File: config.mk
export PLATFORM = sky130hd
export DESIGN_NAME = wb_commit
export DESIGN_NICKNAME = d
export VERILOG_FILES = /design/src/rtl/wb_commit.sv
export SDC_FILE = /design/constraint.sdc
export NUM_CORES = 2
export LEC_CHECK = 0
export CAP_MARGIN = 20
export CORE_MARGIN = 2
export CORE_UTILIZATION = 37
export CTS_CLUSTER_DIAMETER = 100
export DETAILED_ROUTE_END_ITERATION = 8
export SYNTH_ARGS = -nofsm -noshare
export SYNTH_HDL_FRONTEND = slang
export SYNTH_SLANG_ARGS = --single-unit
File: constraint.sdc
create_clock -name clk -period 6.3 [get_ports clk]
set_clock_uncertainty 0.15 [all_clocks]
set_input_delay 1.89 -clock clk [delete_from_list [all_inputs] [get_ports clk]]
set_output_delay 1.89 -clock clk [all_outputs]
set_load 0.005 [all_outputs]
File: src/rtl/wb_commit.sv
// wb_commit: writeback commit stage with a 32-entry register file, a FIFO release handshake, halt handling and a retire counter.
// Ports:
//   clk, reset (async, active-low)
//   wb_wreg/wb_data/wb_ctrl    : MEM/WB entry; wb_ctrl = {halt, release, reg-write}
//   first_in/last_in           : packet-buffer span captured on a release
//   rd_addr_a/b, rd_data_a/b   : combinational read ports with writeback bypass
//   rel_valid/rel_first/rel_last, rel_ready : release request to the FIFO controller
//   stall                      : freeze upstream when a second release meets a busy controller
//   halted, retire_cnt         : halt status and count of retired entries
module wb_commit #(
  parameter int DATA_W = 64,
  parameter int CNT_W  = 16
) (
  input  logic              clk,
  input  logic              reset,
  input  logic [4:0]        wb_wreg,
  input  logic [DATA_W-1:0] wb_data,
  input  logic [2:0]        wb_ctrl,
  input  logic [7:0]        first_in,
  input  logic [7:0]        last_in,
  input  logic [4:0]        rd_addr_a,
  input  logic [4:0]        rd_addr_b,
  output logic [DATA_W-1:0] rd_data_a,
  output logic [DATA_W-1:0] rd_data_b,
  output logic              rel_valid,
  output logic [7:0]        rel_first,
  output logic [7:0]        rel_last,
  input  logic              rel_ready,
  output logic              stall,
  output logic              halted,
  output logic [CNT_W-1:0]  retire_cnt
);
  typedef enum logic [1:0] {IDLE, PEND, HALTED} state_t;
  state_t state, state_n;
  logic [DATA_W-1:0] regs [32];
  logic halt_req, halt_req_n;
  logic acc, cap, pend_n, halt_n;
  // halt_req marks a retired halt still waiting for its release handshake;
  // nothing younger than the halt may retire in that window.
  assign stall     = state == PEND && !rel_ready && wb_ctrl[1];
  assign acc       = !stall && state != HALTED && !halt_req;
  assign cap       = acc && wb_ctrl[1];
  assign rel_valid = state == PEND;
  assign halted    = state == HALTED;
  always_comb begin
    pend_n     = cap || (state == PEND && !rel_ready);
    halt_n     = halt_req || (acc && wb_ctrl[2]);
    state_n    = state == HALTED ? HALTED : pend_n ? PEND : halt_n ? HALTED : IDLE;
    halt_req_n = state != HALTED && pend_n && halt_n;
  end
  always_comb begin
    rd_data_a = rd_addr_a == 5'd0 ? '0 :
                (wb_ctrl[0] && wb_wreg == rd_addr_a) ? wb_data : regs[rd_addr_a];
    rd_data_b = rd_addr_b == 5'd0 ? '0 :
                (wb_ctrl[0] && wb_wreg == rd_addr_b) ? wb_data : regs[rd_addr_b];
  end
  always_ff @(posedge clk or negedge reset) begin
    if (!reset) begin
      state      <= IDLE;
      halt_req   <= 1'b0;
      rel_first  <= '0;
      rel_last   <= '0;
      retire_cnt <= '0;
      for (int i = 0; i < 32; i++) regs[i] <= '0;
    end else begin
      state    <= state_n;
      halt_req <= halt_req_n;
      if (cap) begin
        rel_first <= first_in;
        rel_last  <= last_in;
      end
      if (acc && |wb_ctrl) retire_cnt <= retire_cnt + 1'b1;
      if (acc && wb_ctrl[0] && wb_wreg != 5'd0) regs[wb_wreg] <= wb_data;
    end
  end
endmodule

# Word-level counts from Yosys, hierarchy flattened

Index checks and enable logic that the tools add are counted.

Output and inout port bits: 163
Memories kept: 0
Bits in read-only memories: 0
Latch bits: 0
Flip-flop bits (word level): 2083
Bits of input ports: 101
Bits in writable memories: 0

$mul: 0
Divide/modulo/power cells: 0
Shift operators: 0
Bitwise operators: 3
Mux-type cells: 16
Add/subtract/negate cells: 1
Reductions and logical operators: 23
Order comparisons: 4
Eq/ne operators: 5

Operators with widths:

| cell                  | number |
|---|---|
| $bwmux 2048           | 1 |
| $bmux 64 s5           | 2 |
| $mux 64               | 9 |
| $demux 64 s5          | 1 |
| $ge 6x6->1 const B    | 3 |
| $not 5->6             | 3 |
| $add 16x1->16 const B | 1 |
| $logic_and 1x1->1     | 14 |
| $eq 5x5->1            | 2 |
| $logic_not 5->1       | 2 |
| $lt 6x1->1 const B    | 1 |
| $mux 2                | 3 |
| $reduce_bool 5->1     | 1 |
| $logic_not 1->1       | 3 |
| $reduce_or 3->1       | 1 |
| $eq 2x1->1 const B    | 1 |
| $eq 2x2->1 const B    | 1 |
| $logic_or 1x1->1      | 2 |
| $ne 2x2->1 const B    | 1 |

# Logic depth before layout (Yosys ltp)

Depth in word-level cells: 11
Gate-level depth with buffers: 10
Mapped depth without buffers: 5

# Worst setup path after synthesis

No wires, ideal clock.

Path kind: in2out
Start point: in rd_addr_b[0]
End point: out rd_data_b[1]
Arrival time: 3798 ps
Path slack: 462 ps
Data required time: 4260 ps
Stages on the path: 8
Path through: buf_2 buf_2 buf_1 mux4_2 a22oi_1 nand2_1 a31oi_1 a21oi_1

Cells in the longest elaborated chain, start to end: 6
Elaborated cells between the ends (all ways): 9

RTL lines:

| element                                     | RTL line | text |
|---|---|---|
| from (decl)                                 | 22       | `input logic [4:0] rd_addr_b,` |
| $not 5->6 (implied by the code)             | 55       | `(wb_ctrl[0] && wb_wreg == rd_addr_b) ? wb_data : regs[rd_addr_b];` |
| $bmux 64 s5                                 | 55       |  |
| $mux 64 (implied by the code) (2 in series) | 55       |  |
| $mux 64                                     | 55       |  |
| $mux 64 (*)                                 | 54       | `rd_data_b = rd_addr_b == 5'd0 ? '0 :` |
| to (decl)                                   | 24       | `output logic [DATA_W-1:0] rd_data_b,` |

Every way passes the cells marked *; elsewhere a longest branch is shown, timed or not. The select of a mux whose other input is x is not followed.

# Worst setup path in the final report

Start point: in rd_addr_b[2]
End point: out rd_data_b[35]

The elaborated chain is that of the path after synthesis.

==> key figures <==
GRT
  – Initial antenna violation count: 23
  – GRT overflow: 0
  – First-pass GRT wire length: between 600000 and 700000 um
  – Vias in the first global route: just over 80k
  – Largest net degree at the start of global routing: around 140
  – Overall global routing resource usage: between 20% and 30%

Worst setup path
  – FF-to-FF Start: state[0]
  – Crit path max-delay cell type: clkdlybuf4s50_1
  – Most used cell, CP: buf_4
  – Endpoint class of the critical path: output port
  – Worst R2R End: regs[179]
  – Critical path arrival: 4.40 ns
  – CP max stage delay: about 0.5 ns
  – Reg2Reg Depth: 7
  – CP top delay family: buffers and inverters
  – Worst-path fanout max: 23
  – CP required: between 4 and 5 ns
  – Critical path cell sequence: clkbuf_16 > buf_12 > clkinvlp_4 > buf_4 > mux2_2 > nand2_1 > and3_4 > o21ai_4 > buf_4 > clkdlybuf4s50_1
  – CP startpoint kind: primary input
  – Flop2flop setup slack: between 2 and 3 ns
  – Crit Path Category: primary input to output port
  – Buf/Inv on CP: 6

Pwr
  – Clock network power share: roughly 28%
  – Leak Pwr: between 0.06 and 0.07 uW
  – Pwr Density: 372 nW/um2
  – Worst vdd ir: approximately 0.26 mV
  – Comb power frac: roughly 29%
  – Sw frac: slightly below 30%
  – Sequential share of power: around 43%
  – NetSw: roughly 15000 uW
  – Cell Int Power: 36000 uW

Synth
  – Synth top area cells: dfrtp_1, mux2_2, mux4_2, mux2i_1, clkbuf_1
  – Synth Instances: 7623
  – Post-Syn Area: 111000 um2
  – Async SR Flop Fraction: between 90% and 100%
  – Sequential fraction of the synthesis area: between 40% and 50%
  – Synthesized flop and latch total: 2083
  – Mean Syn Cell Area: 14.6 um2
  – Post-synthesis cell type count: approximately 70
  – Top-count cell post-synth: dfrtp_1
  – Ys Warns: 0
  – Commonest cells post-synth: dfrtp_1, mux2_2, mux4_2
  – Post-synth top flop: dfrtp_1
  – Post-synth EDFFs: 0
  – Syn_nets: about 7.7k
  – Area leader, netlist: dfrtp_1
  – Area share of the largest cell type after synthesis: around 47%

Clock tree
  – CTS Hold Buffers Added: 0
  – Clk sinks: between 2k and 2.5k
  – Clk_lat worst skew: approximately 0.9 ns
  – Root buffer cell: clkbuf_16
  – TritonCTS Buffers: about 240
  – CTS tree: done
  – Max H-tree Level: 4
  – Max clock buf depth: 4
  – Clk slew on worst S/H paths: about 0.060 ns

STA
  – Least-Margin Pin Slew: about 1.2 ns
  – TNS Setup: -0.207 ns
  – Max Fclk: 155 MHz
  – Final Hold Fails: 0
  – Final worst setup slack: -0.135 ns
  – Final setup vio count: 5
  – Slew HR: 21.7%
  – RSZ-0062 raised after global routing: yes
  – Pins over their slew limit: 0
  – Tmin final: 6.44 ns
  – Tcrit/Tclk final: 102%

Place
  – HPWL after detailed placement: between 200000 and 300000 um
  – Dpl cells: about 12k
  – Place WS: -1.05 ns
  – Port buffer count: ~260
  – Global placement routability congestion: between 0.8 and 0.9

Job
  – Max Cap Violations: 0

Hold path
  – Hold WC Path Type: register to register
  – Hold EP: regs[2024]
  – Hold Path Depth: 0
  – Min-Delay Startpoint: regs[2024]

Layout
  – Layout cell share with drive strength beyond 1: between 50% and 60%
  – Layout net count: 8519
  – # fillers: 26.0k
  – Layout Cells excl Fill: around 13k
  – Area grow syn2layout: 24.2%

Floorplanning
  – Starting Density: a little under two fifths
  – Die ar.: about 300000 um2
  – Chip width: ~550 um
  – IO Pins: between 200 and 300
  – Die height: 552 um
  – Rows: between 200 and 250
  – Core ar.: about 300000 um2

Drt
  – Drc violations: 0
  – WL final: around 450000 um
  – WL/cell: approximately 36 um
  – Vias: just over 80k
  – First-pass DRT Iterations: 8
  – DRT iter0 DRCs: 9496
  – Remaining antenna violation count after routing: 0
  – DR vias/cell: between 6 and 7

Outcome
  – Status: complete, but fails checks
  – Failing checks: negative setup slack
[power groups by stage]
stage               registers, uW  clock network [uW]  logic (uW)
floorplan                   20600                   0       10000
global placement            21500                   0       13800
detailed placement          22000                   0       14200
CTS                         21800               14700       14600
global route                22500               15200       15500
finish                      22000               14500       14700
[metrics by stage]
step | instance area (um2) | power (uW) | hold slack (ns) | utilization, %
global route | 138000 | 53200 | 0.259 | 46.1
finish | 138000 | 51200 | 0.246 | 46.1
CTS | 137000 | 51000 | 0.247 | 45.8
floorplan | 111000 | 30700 | 0.291 | -
detailed placement | 125000 | 36100 | 0.233 | 41.7
global placement | 125000 | 35200 | 0.227 | 41.7
[cells by family after synthesis]
family	Yosys count	share of synthesized area, %
AND/OR/NAND/NOR	463	2.12
flip-flops	2083	47.0
AO/OA/AOI/OAI	904	5.64
adder cells (fa/ha/maj)	1	0.0113
buffers and inverters	892	3.76
multiplexers	3255	41.3
XOR/XNOR	25	0.197
[repair_timing]
item,CTS,global route
pin swaps,92,50
buffers inserted,141,53
setup endpoints to repair,128,73
gates resized for setup,614,135
endpoints found under the hold margin,0,0
gates cloned,27,5
[cells in the final DEF (no fill, tap or decap), types with 15 or more instances in the layout]
cell type / Yosys / final
clkbuf_8: 0 / 63
a221oi_1: 94 / 59
nand2_1: 85 / 67
clkbuf_16: 0 / 247
nand2_4: 0 / 15
a22o_1: 29 / 27
buf_12: 0 / 238
dlygate4sd2_1: 0 / 71
dlymetal6s2s_1: 0 / 20
dfrtp_1: 2083 / 2083
o221ai_1: 21 / 18
o21ai_1: 0 / 37
clkinv_2: 0 / 40
buf_4: 11 / 789
mux2i_1: 329 / 322
nor3_1: 47 / 27
buf_6: 66 / 74
a22oi_2: 0 / 18
o22a_1: 38 / 35
clkbuf_1: 511 / 53
a21oi_1: 115 / 83
a221oi_2: 0 / 33
buf_16: 0 / 48
clkdlybuf4s50_1: 0 / 129
o21ai_0: 155 / 91
o211a_1: 18 / 18
a22oi_1: 111 / 93
nor2_4: 0 / 16
bufinv_16: 0 / 22
nor2_1: 143 / 131
nand3_1: 28 / 24
o21ai_2: 0 / 22
a31oi_1: 36 / 23
o211ai_1: 74 / 74
nor2b_1: 20 / 17
a21oi_2: 0 / 23
o22ai_1: 139 / 125
mux4_2: 849 / 849
buf_8: 0 / 21
mux2_2: 2073 / 2072
[worst max-delay path by stage]
stage	start	endpoint	slack, ns	depth (start not counted)
6_report	rd_addr_b[2]	rd_data_b[35]	-0.14	10
5_1_grt	rd_addr_b[2]	rd_data_b[35]	-0.09	12
4_1_cts	rd_addr_b[0]	rd_data_b[6]	-0.17	10
3_5_place_dp	wb_wreg[1]	rd_data_b[27]	-1.05	10
3_3_place_gp	wb_wreg[1]	rd_data_b[27]	-1.16	10
2_1_floorplan	rd_addr_b[0]	rd_data_b[1]	0.46	8
[registers in the layout, indices dropped and copies added, names as in the netlist]
name and count:
halt_req 1, retire_cnt 16, regs 2048, state 2, rel_first 8, rel_last 8
[routing by layer]
metal	vias up	GRT usage, %	routed length (um)
met2	4616	45.2	206000
met5	-	0	112
met3	1272	6.93	42000
li1	31159	-	-
met1	43643	38.0	175000
met4	16	16.7	29900
[layout make-up]
class	instances	area, um2	area share (%)
Clock inverter	73	1030	0.747
Sequential cell	2083	52100	37.8
Clock buffer	356	7070	5.13
Tap cell	3958	4950	3.59
Timing Repair Buffer	1437	16100	11.7
Inverter	11	48.8	0.0354
Antenna cell	8	20.0	0.0145
Multi-Input combinational cell	4648	56500	41.0
No activity file was read; power rests on OpenSTA's default activity.
